[config.mk]
export PLATFORM = sky130hd
export DESIGN_NAME = fetch_pc_gen
export DESIGN_NICKNAME = d
export VERILOG_FILES = /design/src/rtl/fetch_pc_gen_pkg.sv /design/src/rtl/fetch_hit_count.sv /design/src/rtl/fetch_pc_gen.sv
export SDC_FILE = /design/constraint.sdc
export NUM_CORES = 1
export LEC_CHECK = 0
export ABC_AREA = 0
export CAP_MARGIN = 20
export CORE_MARGIN = 2
export CORE_UTILIZATION = 45
export CTS_CLUSTER_SIZE = 10
export DETAILED_ROUTE_END_ITERATION = 6
export PLACE_DENSITY_LB_ADDON = 0.08
export REMOVE_ABC_BUFFERS = 1
export SYNTH_ARGS = -nofsm -noshare
export SYNTH_HDL_FRONTEND = slang
export SYNTH_HIERARCHICAL = 1
export SYNTH_SLANG_ARGS = --single-unit
[constraint.sdc]
create_clock -name i_clk -period 5.9 [get_ports i_clk]
set_clock_uncertainty 0.05 [all_clocks]
set_input_delay 1.475 -clock i_clk [delete_from_list [all_inputs] [get_ports i_clk]]
set_output_delay 1.475 -clock i_clk [all_outputs]
set_load 0.03 [all_outputs]
[src/rtl/fetch_pc_gen_pkg.sv]
// Shared types and constants for the fetch PC generator.
package fetch_pc_gen_pkg;

    localparam int unsigned XLEN   = 32;
    localparam int unsigned CNT_W  = 2;

    // Fetch sequencer states.
    typedef enum logic [1:0] {
        RUN    = 2'd0,
        BUBBLE = 2'd1,
        HALT   = 2'd2
    } fetch_state_t;

    // Every PC load is forced onto a 4-byte instruction boundary.
    function automatic logic [XLEN-1:0] align_pc(input logic [XLEN-1:0] addr);
        return addr & ~32'h0000_0003;
    endfunction

endpackage

[src/rtl/fetch_hit_count.sv]
// Counts consecutive non-missing slots starting at the PC offset within
// the current fetch block. Miss bits below the offset are don't-care.
module fetch_hit_count #(
    parameter  int unsigned FETCH_WIDTH = 4,
    localparam int unsigned CW          = $clog2(FETCH_WIDTH) + 1
) (
    input  logic [FETCH_WIDTH-1:0] i_cache_miss,
    input  logic [CW-1:0]          i_off,
    output logic [CW-1:0]          o_hit
);

    logic run;

    // Walk the slots from the offset upward, stopping at the first miss.
    always_comb begin
        o_hit = '0;
        run   = 1'b1;
        for (int unsigned k = 0; k < FETCH_WIDTH; k++) begin
            if (CW'(k) >= i_off) begin
                if (i_cache_miss[k]) begin
                    run = 1'b0;
                end else if (run) begin
                    o_hit = o_hit + 1'b1;
                end
            end
        end
    end

endmodule

[src/rtl/fetch_pc_gen.sv]
// Fetch PC generator: sequential advance within aligned fetch blocks,
// branch/flush redirects, post-flush bubble and halt handling.
module fetch_pc_gen
    import fetch_pc_gen_pkg::*;
#(
    parameter  int unsigned     FETCH_WIDTH  = 4,
    parameter  logic [XLEN-1:0] RESET_VECTOR = 32'h0000_0000,
    parameter  int unsigned     FLUSH_BUBBLE = 1,
    localparam int unsigned     CW           = $clog2(FETCH_WIDTH) + 1
) (
    input  logic                   i_clk,
    input  logic                   i_rst_n,
    input  logic [FETCH_WIDTH-1:0] i_cache_miss,
    input  logic [CW-1:0]          i_di_count,
    input  logic                   i_halt,
    input  logic                   i_branch_en,
    input  logic [XLEN-1:0]        i_branch_target,
    input  logic                   i_flush_en,
    input  logic [XLEN-1:0]        i_flush_target,
    output logic [XLEN-1:0]        o_pc,
    output logic                   o_fetch_valid,
    output logic [FETCH_WIDTH-1:0] o_slot_mask,
    output logic                   o_redirect
);

    localparam logic [CNT_W-1:0] BUB_INIT = CNT_W'(FLUSH_BUBBLE);

    fetch_state_t     state_q, state_nxt;
    logic [XLEN-1:0]  pc_q, pc_nxt;
    logic [CNT_W-1:0] cnt_q, cnt_nxt;
    logic             redirect_q, redirect_nxt;

    logic [CW-1:0]    off;
    logic [CW-1:0]    avail;
    logic [CW-1:0]    hit;
    logic [CW-1:0]    consume;
    logic [XLEN-1:0]  advance;

    // Slot offset of the PC inside its aligned block (always 0 for 1-wide).
    if (FETCH_WIDTH == 1) begin : g_off_w1
        assign off = '0;
    end else begin : g_off_wn
        assign off = {1'b0, pc_q[$clog2(FETCH_WIDTH)+1:2]};
    end

    assign avail         = CW'(FETCH_WIDTH) - off;
    assign o_pc          = pc_q;
    assign o_redirect    = redirect_q;
    assign o_fetch_valid = (state_q == RUN) && !i_halt;

    fetch_hit_count #(
        .FETCH_WIDTH (FETCH_WIDTH)
    ) u_hit_count (
        .i_cache_miss (i_cache_miss),
        .i_off        (off),
        .o_hit        (hit)
    );

    // Slots at or beyond the PC offset are live in this block.
    always_comb begin
        o_slot_mask = '0;
        for (int unsigned k = 0; k < FETCH_WIDTH; k++) begin
            o_slot_mask[k] = (CW'(k) >= off);
        end
    end

    // Instructions retired from this block: bounded by hits, dispatch
    // acceptance and the block boundary, and zero when not fetching.
    always_comb begin
        consume = hit;
        if (i_di_count < consume) begin
            consume = i_di_count;
        end
        if (avail < consume) begin
            consume = avail;
        end
        if (!o_fetch_valid) begin
            consume = '0;
        end
        advance = {{(XLEN-CW-2){1'b0}}, consume, 2'b00};
    end

    // Next-state logic: flush beats branch beats sequential advance.
    always_comb begin
        state_nxt    = state_q;
        pc_nxt       = pc_q;
        cnt_nxt      = cnt_q;
        redirect_nxt = 1'b0;
        if (i_flush_en) begin
            pc_nxt       = align_pc(i_flush_target);
            redirect_nxt = 1'b1;
            if (FLUSH_BUBBLE == 0) begin
                state_nxt = RUN;
                cnt_nxt   = '0;
            end else begin
                state_nxt = BUBBLE;
                cnt_nxt   = BUB_INIT;
            end
        end else begin
            case (state_q)
                RUN: begin
                    if (i_halt) begin
                        state_nxt = HALT;
                    end else if (i_branch_en) begin
                        pc_nxt       = align_pc(i_branch_target);
                        redirect_nxt = 1'b1;
                    end else begin
                        pc_nxt = pc_q + advance;
                    end
                end
                BUBBLE: begin
                    // Counter is loaded with the bubble length, so the
                    // final bubble cycle is the one holding 1.
                    if (cnt_q <= CNT_W'(1)) begin
                        cnt_nxt   = '0;
                        state_nxt = i_halt ? HALT : RUN;
                    end else begin
                        cnt_nxt = cnt_q - 1'b1;
                    end
                end
                HALT: begin
                    if (!i_halt) begin
                        state_nxt = RUN;
                    end
                end
                default: begin
                    state_nxt = RUN;
                    cnt_nxt   = '0;
                end
            endcase
        end
    end

    // Architectural state register with asynchronous reset.
    always_ff @(posedge i_clk or negedge i_rst_n) begin
        if (!i_rst_n) begin
            pc_q       <= align_pc(RESET_VECTOR);
            state_q    <= RUN;
            cnt_q      <= '0;
            redirect_q <= 1'b0;
        end else begin
            pc_q       <= pc_nxt;
            state_q    <= state_nxt;
            cnt_q      <= cnt_nxt;
            redirect_q <= redirect_nxt;
        end
    end

endmodule

==> results.txt <==
----------------------------------------------------
[Outcome]
  Result of the run ... complete, no violations

[Synth]
  Multiplexer fraction of the synthesized cell area ... under 10%
  Sequential fraction of the synthesis area ... approximately 29%
  Post-Synth Adder-Cell Area ... 6.00%
  Number of flops mapped to enable cells by yosys ... 0
  Area of the mapped netlist ... around 3000 µm²
  Synthesized-area fraction occupied by ao, oa, aoi and oai cells ... roughly a quarter
  Number of warning messages in the yosys log ... 6
  Synthesized flop and latch total ... 35
  Synth Area in XOR/XNOR ... about 3.2%
  Async S/R FF share, synth ... 100%
  Average instance area after synthesis ... 7.81 µm²
  Netlist cell types ... 65
  Post-synth top flop ... dfrtp_1
  Synth Instances ... 390
  Main combinational cell family by area after synthesis ... simple AND/OR/NAND/NOR gates
  Area fraction in and, or, nand and nor cells after synthesis ... between 20 and 30%

[Pwr]
  Leakage component of the power ... between 1.5 and 2 nW
  Switching power ... roughly 0.31 mW
  Pwr/cell area ... 193 nW/µm²
  Switching portion of total power ... between 30% and 40%
  Worst VDD drop ... about 0.00011 V
  Int Pwr ... 0.565 mW
  Logic pwr share ... around two fifths
  Part of the power in the clock network ... about a quarter
  Portion of total power attributed to sequential cells ... ~36%
  Post-route total power ... slightly below 0.9 mW

[Critical path]
  Worst r2r dst ... o_pc[31]$_DFFE_PN0P_
  Reg2Reg Setup Slack ... a little under 0.7 ns
  Delay of the slowest critical-path stage ... approximately 0.29 ns
  Endpoint of the most critical setup path ... o_pc[31]$_DFFE_PN0P_
  Kind of end point of the critical path ... flip-flop
  Worst setup path start ... i_cache_miss[0]
  Critical Path Start Type ... primary input
  Reg-to-reg startpoint ... o_pc[2]$_DFFE_PN0P_
  Worst Path Max Fanout ... 4
  Required time at the worst-slack endpoint ... approximately 6.0 ns
  Data arrival time of the worst path ... between 5 and 6 ns
  Cell at the slowest stage of the critical path ... ha_1
  Type of the worst setup path ... primary input to flip-flop
  Worst r2r path cells ... 25

[Finish]
  Diode count ... 0
  Final instance count without filler cells ... approximately 590
  Net count, final ... between 600 and 700
  Fraction of final layout cells with drive strength greater than 1 ... roughly 15%
  Most used cells in the layout excluding fill and tap cells ... clkdlybuf4s50_1, a21oi_1, nand2_1, dfrtp_1, nand3_1
  Utilization after layout ... 70.6%
  Most common cell after layout, fill and taps aside ... clkdlybuf4s50_1
  Area growth from synthesis to final layout ... 49.8%

[STA]
  PnR worst setup slack ... between 0.15 and 0.2 ns
  Max Clk Rate ... 174 MHz
  Final worst path period share ... 97.4%
  Final Setup Violations ... 0
  Final number of hold-violating endpoints ... 0
  Final max-slew violation count ... 0
  Minimum clock period after layout ... around 5.7 ns
  RSZ-0062 raised after global routing ... yes
  Transition time of the tightest slew-check pin ... between 0.8 and 0.9 ns
  Worst slew margin relative to its limit ... 45.9%

[Drt]
  Total wirelength of the detailed-routed design ... between 9000 and 10,000 µm
  Routed vias ... around 3,400
  Post-DR wirelength/cell ... around 16 µm
  Average vias per placed instance ... ~5.8
  Remaining antenna violation count after routing ... 0
  Detailed Routing Iterations Pass 1 ... 4
  Residual DRC count ... 0
  Initial detailed-routing violation count ... around 140

[Clocking]
  Clock net sink count ... 35
  Total of hold buffers inserted after clock tree synthesis ... 0
  Clock slew at reported path FFs ... roughly 0.080 ns
  Clock Root Buffer ... clkbuf_8
  Number of H-tree levels ... 2
  Number of buffers created by CTS ... 5
  Number of buffers on the longest clock path ... 2
  Clock latency on the worst-skew pair ... 0.29 ns
  TritonCTS clock tree ... built

[Floorplanning]
  Std cell rows ... 29
  Initial Utilization ... 47.1%
  I/O pin count ... 114
  Area of the placeable core ... 6460 µm²
  Die span in y ... between 80 and 90 µm
  Overall die width ... 86.3 µm
  Die area ... 7440 µm²

[Global routing]
  Initial antenna violation count ... 0
  GRT overflow ... 0
  Number of global-route vias before repair ... about 3,200
  Largest net degree at the start of global routing ... between 60 and 70
  Overall global routing resource usage ... 25.6%
  Global-route wire length before repair ... roughly 16,000 µm

[Placed design]
  Pre-CTS worst setup slack ... -0.608 ns
  Placed cell count ... 576
  Buffers added on ports ... roughly 110
  Half-perimeter wire length after placement ... approximately 6600 µm
  Final Wtd Congestion ... just under 0.8

[Worst hold path]
  Beginning of the worst hold path ... cnt_q[0]$_DFFE_PN0P_
  Hold crit path type ... flip-flop to flip-flop

[Run]
  Max-Cap Viols ... 0

----------------------------------------------------
[Yosys cell counts, drive strengths merged, types with 2 or more instances]
cell type | instances | share of area, %
inv | 13 | 1.6
clkbuf | 13 | 1.6
o21a | 2 | 0.49
ha | 13 | 5.3
nor2 | 25 | 3.2
a21o | 5 | 1.2
o22a | 2 | 0.58
conb | 2 | 0.25
dfrtp | 35 | 29
a21oi | 51 | 8.4
nor2b | 3 | 0.62
and4 | 2 | 0.58
nor4 | 2 | 0.82
or4 | 3 | 0.86
o21ai | 28 | 4.6
nand2 | 41 | 5.1
and3 | 10 | 2.2
xor2 | 6 | 1.7
a211o | 2 | 0.58
mux2 | 2 | 0.74
nor3b | 5 | 1.2
o311ai | 4 | 1.2
o311a | 2 | 0.70
nand4 | 11 | 2.7
buf | 15 | 2.7
nor3 | 9 | 1.6
mux2i | 11 | 3.6
o31ai | 3 | 0.90
nand3 | 32 | 5.4
and2 | 2 | 0.41
o211ai | 2 | 0.49
nand2b | 3 | 0.62
a211oi | 5 | 1.2
xnor2 | 5 | 1.4
o21bai | 2 | 0.49
nand3b | 3 | 0.74
[final cells by class]
type	instances	area, µm²
clock buffer	6	82.6
fill	571	1900
sequential	35	876
inverter	13	51.3
multi-input combinational	321	2140
clock inverter	2	35.0
timing repair buffer	135	1270
tap	77	96.3
[worst min path at each step]
stage / to / slack (ns) / cells after the start
finish: cnt_q[0]$_DFFE_PN0P_ / 0.48 / 1
CTS: state_q[0]$_DFFE_PN0P_ / 0.49 / 1
global placement: cnt_q[0]$_DFFE_PN0P_ / 0.45 / 1
detailed placement: state_q[0]$_DFFE_PN0P_ / 0.47 / 1
floorplan: state_q[0]$_DFFE_PN0P_ / 0.43 / 1
global route: state_q[0]$_DFFE_PN0P_ / 0.52 / 1
[stage by stage]
stage | hold WS [ns] | instance area (µm²) | setup TNS [ns]
6_report | 0.483 | 4560 | 0
5_1_grt | 0.516 | 4560 | -0.304
4_1_cts | 0.485 | 4470 | 0
3_5_place_dp | 0.466 | 4270 | -11.62
3_3_place_gp | 0.453 | 4270 | -7.97
2_1_floorplan | 0.430 | 2940 | -0.00820
[state kept, by name (all words and copies together) (netlist names)]
register / flops
o_pc: 30
state_q: 2
cnt_q: 2
o_redirect: 1
[routing by layer]
metal | routed length [µm] | track usage (%)
met4 | 44 | 4.83
met3 | 568 | 3.71
met1 | 4100 | 34.4
met2 | 4790 | 44.4
met5 | 0 | 0
[power by group through the flow]
stage	Clock (mW)	Sequential [mW]	Combinational [mW]
after floorplan	0	0.353	0.119
after global placement	0	0.313	0.311
after detailed placement	0	0.314	0.320
after CTS	0.233	0.311	0.328
after global routing	0.242	0.319	0.364
final	0.229	0.312	0.337
[repair_timing]
action,in CTS,in global routing
endpoints found under the hold margin,0,0
pin swaps,11,24
gates resized for setup,18,23
setup endpoints to repair,25,28
buffers inserted,1,4
gates cloned,0,0
[cell families (layout without fill, tap and decap cells)]
kind of cell | after synthesis | count (layout)
adder cells (fa/ha/maj) | 14 | 14
XOR/XNOR | 11 | 11
buffers and inverters | 41 | 156
AO/OA/AOI/OAI | 118 | 118
flip-flops | 35 | 35
AND/OR/NAND/NOR | 156 | 156
other | 2 | 9
multiplexers | 13 | 13
[critical path: cells and delay by family]
kind	cells	cell delay, ns
simple gates	7	0.95
compound gates	6	1.03
mux	3	0.57
fa+ha+maj	4	1.07
buf+inv	4	0.47
xor+xnor	2	0.32
No activity file was read; power rests on OpenSTA's default activity.
